File: config.mk
export PLATFORM = sky130hd
export DESIGN_NAME = frame_read_scheduler
export DESIGN_NICKNAME = d
export VERILOG_FILES = /design/src/rtl/frame_read_scheduler.sv
export SDC_FILE = /design/constraint.sdc
export NUM_CORES = 1
export LEC_CHECK = 0
export CORE_UTILIZATION = 45
export DETAILED_ROUTE_END_ITERATION = 6
export GPL_ROUTABILITY_DRIVEN = 0
export PLACE_DENSITY = 0.71
export SKIP_LAST_GASP = 1
export SLEW_MARGIN = 25
export SYNTH_ARGS = -nofsm -noshare
export SYNTH_HDL_FRONTEND = slang
export SYNTH_SLANG_ARGS = --single-unit
File: constraint.sdc
create_clock -name clk -period 2.75 [get_ports clk]
set_clock_uncertainty 0.1 [all_clocks]
set_input_delay 0.55 -clock clk [delete_from_list [all_inputs] [get_ports clk]]
set_output_delay 0.55 -clock clk [all_outputs]
set_load 0.02 [all_outputs]
File: src/rtl/frame_read_scheduler.sv
// Vsync-triggered frame reader: issues fixed-length Avalon-MM burst reads into the video stream FIFO.
// Optional macro LINE_STRIDE_EN adds a line_stride input (bytes between line starts).
module frame_read_scheduler #(
  parameter int H_PIXELS   = 960,
  parameter int V_LINES    = 540,
  parameter int BURST_LEN  = 16,
  parameter int FIFO_DEPTH = 512,
  parameter int ADDR_W     = 32
) (
  input  logic              clk,
  input  logic              reset,
  input  logic              vs_toggle,
  input  logic              dma_start,
  input  logic              dma_cont_en,
  input  logic [ADDR_W-1:0] frame_ptr,
`ifdef LINE_STRIDE_EN
  input  logic [ADDR_W-1:0] line_stride,
`endif
  output logic [ADDR_W-1:0] avm_address,
  output logic              avm_read,
  output logic [7:0]        avm_burstcount,
  input  logic              avm_waitrequest,
  input  logic [31:0]       avm_readdata,
  input  logic              avm_readdatavalid,
  input  logic [9:0]        fifo_wrusedw,
  output logic              fifo_wr_en,
  output logic [23:0]       fifo_wr_data,
  output logic              fifo_flush,
  output logic              dma_busy,
  output logic              dma_done,
  output logic              overrun,
  input  logic              overrun_clr
);

  localparam int BURSTS_PER_LINE = H_PIXELS / BURST_LEN;
  localparam int LINE_W = $clog2(V_LINES + 1);
  localparam int BIL_W  = $clog2(BURSTS_PER_LINE + 1);
  localparam int BEAT_W = $clog2(BURST_LEN + 1);
  localparam logic [LINE_W-1:0] LAST_LINE   = LINE_W'(V_LINES - 1);
  localparam logic [BIL_W-1:0]  LAST_BIL    = BIL_W'(BURSTS_PER_LINE - 1);
  localparam logic [BEAT_W-1:0] LAST_BEAT   = BEAT_W'(BURST_LEN - 1);
  localparam logic [ADDR_W-1:0] BURST_BYTES = ADDR_W'(BURST_LEN * 4);

  typedef enum logic [1:0] {IDLE, ISSUE, DATA} state_t;

  state_t              state_reg, state_next;
  logic                armed_reg, armed_next;
  logic                restart_pending_reg, restart_pending_next;
  logic [ADDR_W-1:0]   line_base_reg, line_base_next;
  logic [ADDR_W-1:0]   burst_off_reg, burst_off_next;
  logic [LINE_W-1:0]   line_reg, line_next;
  logic [BIL_W-1:0]    bil_reg, bil_next;
  logic [BEAT_W-1:0]   beat_reg, beat_next;
  logic                avm_read_reg, avm_read_next;
  logic [ADDR_W-1:0]   avm_address_reg, avm_address_next;
  logic                fifo_wr_en_reg, fifo_wr_en_next;
  logic [23:0]         fifo_wr_data_reg, fifo_wr_data_next;
  logic                fifo_flush_reg, fifo_flush_next;
  logic                dma_done_reg, dma_done_next;
  logic                overrun_reg, overrun_next;

  logic [2:0]          vs_pipe_reg;
  logic                vs_evt;
  logic                space_ok;
  logic                start_frame;
  logic                overrun_set;
  logic                abort_burst;
  logic                last_burst;
  logic [ADDR_W-1:0]   stride_cur;
  logic                unused_bits;

  assign unused_bits = ^avm_readdata[31:24];

  // Two synchronizer flops plus one delayed copy for edge detection.
  assign vs_evt = vs_pipe_reg[1] ^ vs_pipe_reg[2];

  // Free space test: FIFO_DEPTH - used >= BURST_LEN, done without going negative.
  assign space_ok = ({22'd0, fifo_wrusedw} + 32'(BURST_LEN)) <= 32'(FIFO_DEPTH);

`ifdef LINE_STRIDE_EN
  logic [ADDR_W-1:0] stride_reg;
  always_ff @(posedge clk) begin
    if (reset) begin
      stride_reg <= '0;
    end else if (start_frame) begin
      stride_reg <= line_stride;
    end
  end
  assign stride_cur = stride_reg;
`else
  assign stride_cur = ADDR_W'(H_PIXELS * 4);
`endif

  always_comb begin
    state_next           = state_reg;
    restart_pending_next = restart_pending_reg;
    line_base_next       = line_base_reg;
    burst_off_next       = burst_off_reg;
    line_next            = line_reg;
    bil_next             = bil_reg;
    beat_next            = beat_reg;
    avm_read_next        = avm_read_reg;
    avm_address_next     = avm_address_reg;
    fifo_wr_en_next      = 1'b0;
    fifo_wr_data_next    = fifo_wr_data_reg;
    fifo_flush_next      = 1'b0;
    dma_done_next        = 1'b0;
    start_frame          = 1'b0;
    overrun_set          = 1'b0;
    abort_burst          = restart_pending_reg | vs_evt;
    last_burst           = (line_reg == LAST_LINE) && (bil_reg == LAST_BIL);

    case (state_reg)
      IDLE: begin
        if (vs_evt && (armed_reg || dma_cont_en)) begin
          start_frame = 1'b1;
        end
      end

      ISSUE: begin
        overrun_set = vs_evt;
        if (avm_read_reg) begin
          if (!avm_waitrequest) begin
            avm_read_next = 1'b0;
            beat_next     = '0;
            state_next    = DATA;
            // Accepted in the same cycle as the vsync: drain this burst, then restart.
            if (vs_evt) begin
              restart_pending_next = 1'b1;
            end
          end else if (vs_evt) begin
            start_frame = 1'b1;
          end
        end else if (vs_evt) begin
          start_frame = 1'b1;
        end else if (space_ok) begin
          avm_read_next    = 1'b1;
          avm_address_next = line_base_reg + burst_off_reg;
        end
      end

      DATA: begin
        overrun_set = vs_evt;
        if (vs_evt) begin
          restart_pending_next = 1'b1;
        end
        if (avm_readdatavalid) begin
          fifo_wr_en_next = !abort_burst;
          if (!abort_burst) begin
            fifo_wr_data_next = avm_readdata[23:0];
          end
          beat_next = beat_reg + 1'b1;
          if (beat_reg == LAST_BEAT) begin
            if (abort_burst) begin
              start_frame = 1'b1;
            end else begin
              if (bil_reg == LAST_BIL) begin
                bil_next       = '0;
                burst_off_next = '0;
                line_next      = line_reg + 1'b1;
                line_base_next = line_base_reg + stride_cur;
              end else begin
                bil_next       = bil_reg + 1'b1;
                burst_off_next = burst_off_reg + BURST_BYTES;
              end
              if (last_burst) begin
                dma_done_next = 1'b1;
                state_next    = IDLE;
              end else begin
                state_next = ISSUE;
              end
            end
          end
        end
      end

      default: state_next = IDLE;
    endcase

    // Frame (re)start: shared by the idle trigger and both overrun restart paths.
    if (start_frame) begin
      state_next           = ISSUE;
      restart_pending_next = 1'b0;
      line_base_next       = frame_ptr;
      burst_off_next       = '0;
      line_next            = '0;
      bil_next             = '0;
      beat_next            = '0;
      avm_read_next        = 1'b0;
      fifo_flush_next      = 1'b1;
    end

    armed_next = start_frame ? (dma_start | dma_cont_en)
                             : (armed_reg | dma_start | dma_cont_en);

    if (overrun_set) begin
      overrun_next = 1'b1;
    end else if (overrun_clr) begin
      overrun_next = 1'b0;
    end else begin
      overrun_next = overrun_reg;
    end
  end

  always_ff @(posedge clk) begin
    if (reset) begin
      vs_pipe_reg         <= '0;
      state_reg           <= IDLE;
      armed_reg           <= 1'b0;
      restart_pending_reg <= 1'b0;
      line_base_reg       <= '0;
      burst_off_reg       <= '0;
      line_reg            <= '0;
      bil_reg             <= '0;
      beat_reg            <= '0;
      avm_read_reg        <= 1'b0;
      avm_address_reg     <= '0;
      fifo_wr_en_reg      <= 1'b0;
      fifo_wr_data_reg    <= '0;
      fifo_flush_reg      <= 1'b0;
      dma_done_reg        <= 1'b0;
      overrun_reg         <= 1'b0;
    end else begin
      vs_pipe_reg         <= {vs_pipe_reg[1:0], vs_toggle};
      state_reg           <= state_next;
      armed_reg           <= armed_next;
      restart_pending_reg <= restart_pending_next;
      line_base_reg       <= line_base_next;
      burst_off_reg       <= burst_off_next;
      line_reg            <= line_next;
      bil_reg             <= bil_next;
      beat_reg            <= beat_next;
      avm_read_reg        <= avm_read_next;
      avm_address_reg     <= avm_address_next;
      fifo_wr_en_reg      <= fifo_wr_en_next;
      fifo_wr_data_reg    <= fifo_wr_data_next;
      fifo_flush_reg      <= fifo_flush_next;
      dma_done_reg        <= dma_done_next;
      overrun_reg         <= overrun_next;
    end
  end

  assign avm_address    = avm_address_reg;
  assign avm_read       = avm_read_reg;
  assign avm_burstcount = 8'(BURST_LEN);
  assign fifo_wr_en     = fifo_wr_en_reg;
  assign fifo_wr_data   = fifo_wr_data_reg;
  assign fifo_flush     = fifo_flush_reg;
  assign dma_busy       = (state_reg != IDLE);
  assign dma_done       = dma_done_reg;
  assign overrun        = overrun_reg;

endmodule

==> impl_summary.md <==
STA
Static timing analysis puts the maximum clock frequency at 0.375 GHz. The max-slew violation count came to 0. At the pin with the least slew margin, the transition time is 0.631 ns. The headroom to the max-slew limit is 0.579. In the final timing run, aggregate negative setup slack is 0 ns.

The final setup violation count is 0. Setup repair after global routing left no endpoint under its margin. Dividing the final minimum period by the clock period gives 0.970. The final hold violation count is 0.

The smallest clock period supported by the final layout is computed as 2.67 ns.

Yosys
The synthesized area per cell is 7.93 um2. The cell area that synthesis handed to floorplanning was 7870 um2. The sequential area share after synthesis is 0.374. For this run, the leading register cell type out of synthesis is dfxtp_1. Counting flops with an async set or reset pin after synthesis yields a share of 0. The unique cell type count in the Yosys netlist is 69. By area the synthesized netlist is led by dfxtp_1, nand2_1, a21oi_1.

The Yosys step of the flow raised 0 warnings. The number of enable flip-flop cells after synthesis is 0. The share of the synthesized area in the top cell type is 0.374. The largest total area in the synthesized netlist belongs to dfxtp_1. Synthesis produced a netlist whose cell count is 992. The number of synthesized register bits is 147.

GRT
The number of global-route vias before repair is 7106. The sum of overflow across all layers after global routing is 0. The pin count of the biggest net entering global routing is 50. The total routing resource utilization after global routing is 0.246. The first global-routing pass estimated 35200 um of wire. The number of antenna violations at the first check in global routing came to 0.

Place
The number of I/O port buffers is 135. Counting tap cells, the placed design contains a total of 1344 instances. After legalization and detailed placement, the total HPWL measured 16000 um.

Critical path
The critical path data arrival time is 2.89 ns. Data on the critical path is required at its endpoint by 2.97 ns. The worst setup path endpoint is avm_address[24]. Of all nets on the critical path, the largest fanout is 10. The worst setup path category is register to register. The worst register-to-register path ends at avm_address[24]. For flop-to-flop paths, the worst setup slack is 0.08 ns.

The sort of element at the end of the critical path is a register. The critical path starts at line_base_reg[15]. The startpoint of the worst register-to-register path is line_base_reg[15]. The depth of the worst register-to-register path is 7.

STA classifies the critical path startpoint as a register.

Final layout
Leaving out fill and tap cells, the most frequent cells in the layout are nand2_1, dfxtp_1, clkdlybuf4s50_1. The share of the core filled with cells in the final layout is 0.609. The leading cell type in the layout, fill and taps excluded is nand2_1. The share of post-route cells with drive strength above 1 is 0.0900. The count of inserted antenna diode cells is 0.

Compared with the post-synthesis result, the final layout area differs by 30.3%. After the flow finishes, the layout carries non-filler instances totaling 1376. The final layout contains 1261 nets.

Detailed routing
The remaining antenna violation count is 0. The detailed router's first-iteration violation count is 519. The final layout contains routed wiring with a total length of 21500 um. The detailed-route wire length per cell is 15.6 um. The detailed-routing iteration count for the pre-antenna-repair pass is 5. The vias per cell is 5.61. Summing over every cut layer, the via total after detailed routing is 7715. After detailed routing, the number of remaining DRC violations is 0.

Hold path
The worst hold path belongs to the class register to register.

Floorplan
The placeable core area is 16800 um2. The number of I/O pins is 152. The die outline area is 18000 um2. The floorplan die height is 134 um. The initial standard-cell utilization of the core is 0.468. The width of the die is 134 um.

The floorplan has 47 rows.

Clocking
The buffer type at the clock tree root is clkbuf_16. TritonCTS built the clock tree. The number of hold buffers added after cts is 0. The number of buffers created by CTS is 17.

The H-tree depth is 4. No sink is reached through more buffers than the 2 on the longest clock path. For the worst-skew pair, the clock arrives at the later sink with an insertion delay of 0.43 ns. The clock drives 147 sinks.

After clock tree synthesis, the clock-pin slew on the worst setup and hold paths is 0.06 ns.

Power and ir drop
The areal power density over the cells is 486 nW/um2. The leakage power is 0.00380 uW. IR analysis of the VDD net gives a maximum drop of 0.000448 V.

Run status
The run finished with clean final reports.

Run
The tool flagged a number of max-cap violations equal to 0.
[stage by stage]
step	area, um2	hold WS (ns)	power [uW]	setup slack [ns]
after CTS	10200	0.350	5010	0.142
after global placement	9660	0.316	2710	-0.0468
after floorplan	7890	0.314	2480	0.481
final	10200	0.349	4980	0.0836
after global routing	10200	0.368	5150	0.0442
after detailed placement	9660	0.336	2710	-0.0718
[worst min-delay path by stage]
| stage | startpoint | end | slack, ns | cells after the start |
|---|---|---|---|---|
| 2_1_floorplan | vs_pipe_reg[0] | vs_pipe_reg[1] | 0.31 | 1 |
| 3_5_place_dp | vs_pipe_reg[0] | vs_pipe_reg[1] | 0.34 | 1 |
| 4_1_cts | line_base_reg[0] | avm_address[0] | 0.35 | 2 |
| 3_3_place_gp | vs_pipe_reg[0] | vs_pipe_reg[1] | 0.32 | 1 |
| 5_1_grt | line_base_reg[0] | avm_address[0] | 0.37 | 2 |
| 6_report | avm_address[17] | avm_address[17] | 0.35 | 2 |
[repair_timing]
item,4_1_cts,5_1_grt
buffers inserted,0,0
resized for setup,1,2
endpoints found under the setup margin,6,46
[final cells by class]
| cell class | instances | area, um2 |
|---|---|---|
| fill | 1522 | 6570 |
| multi-input combinational | 766 | 4580 |
| sequential | 147 | 2940 |
| timing repair buffer | 189 | 1790 |
| clock buffer | 18 | 429 |
| tap | 220 | 275 |
| clock inverter | 14 | 153 |
| inverter | 22 | 82.6 |
[synthesized netlist by cell type, types with 2 or more instances]
master and n:
and3_1 16, buf_4 10, o2111ai_1 3, nand2b_1 4, conb_1 2, o311ai_0 5, o211a_1 4, nor4_1 8
o21a_1 2, o31ai_1 3, mux2i_1 2, a31oi_1 15, xor2_1 34, inv_1 22, a211o_1 4, nor2_1 93
nand3b_1 3, and4_1 5, a21o_1 5, nand4_1 33, nand2_1 158, o21bai_1 3, ha_1 36, a2bb2oi_1 4
nor3_1 20, nor3b_1 4, a22oi_1 3, buf_1 2, dfxtp_1 147, buf_2 20, and2_1 4, nand3_1 36
nor2b_1 5, o21ai_0 38, a211oi_1 18, clkbuf_1 31, a22o_1 3, xnor2_1 33, a21oi_1 105, a32oi_1 6
o211ai_1 8, or3_1 6, nor4b_1 3
[metal layers]
| layer | vias up | global-route usage | share of wire |
|---|---|---|---|
| li1 | 3817 | - | - |
| met5 | - | 0 | 0 |
| met4 | 0 | 0.0843 | 0.020 |
| met3 | 39 | 0.0522 | 0.051 |
| met1 | 3628 | 0.317 | 0.46 |
| met2 | 231 | 0.405 | 0.47 |
[where the power goes]
group	internal, uW	switching [uW]
Combinational	219	247
Sequential	2170	41.5
Clock	1350	962
[critical path, stage by stage, from the launching register on]
cell      delay [ns]
dfxtp_1         0.38
ha_1            0.51
nand4_1         0.17
o221ai_1        0.35
o21ba_2         0.25
o41ai_1         0.47
xor2_1          0.12
a22o_1          0.21
[cells by family (layout without fill, tap and decap cells)]
kind of cell,Yosys count,in the layout,synth area share
other,2,9,0.000955
buffers and inverters,86,243,0.0499
muxes,2,2,0.00255
DFF,147,147,0.374
xor gates and xnor gates,68,68,0.0767
and+or+nand+nor,409,409,0.247
AOI/OAI and AO/OA,242,242,0.192
adders and majority gates,36,36,0.0573
Power figures use the tool's default switching activity.
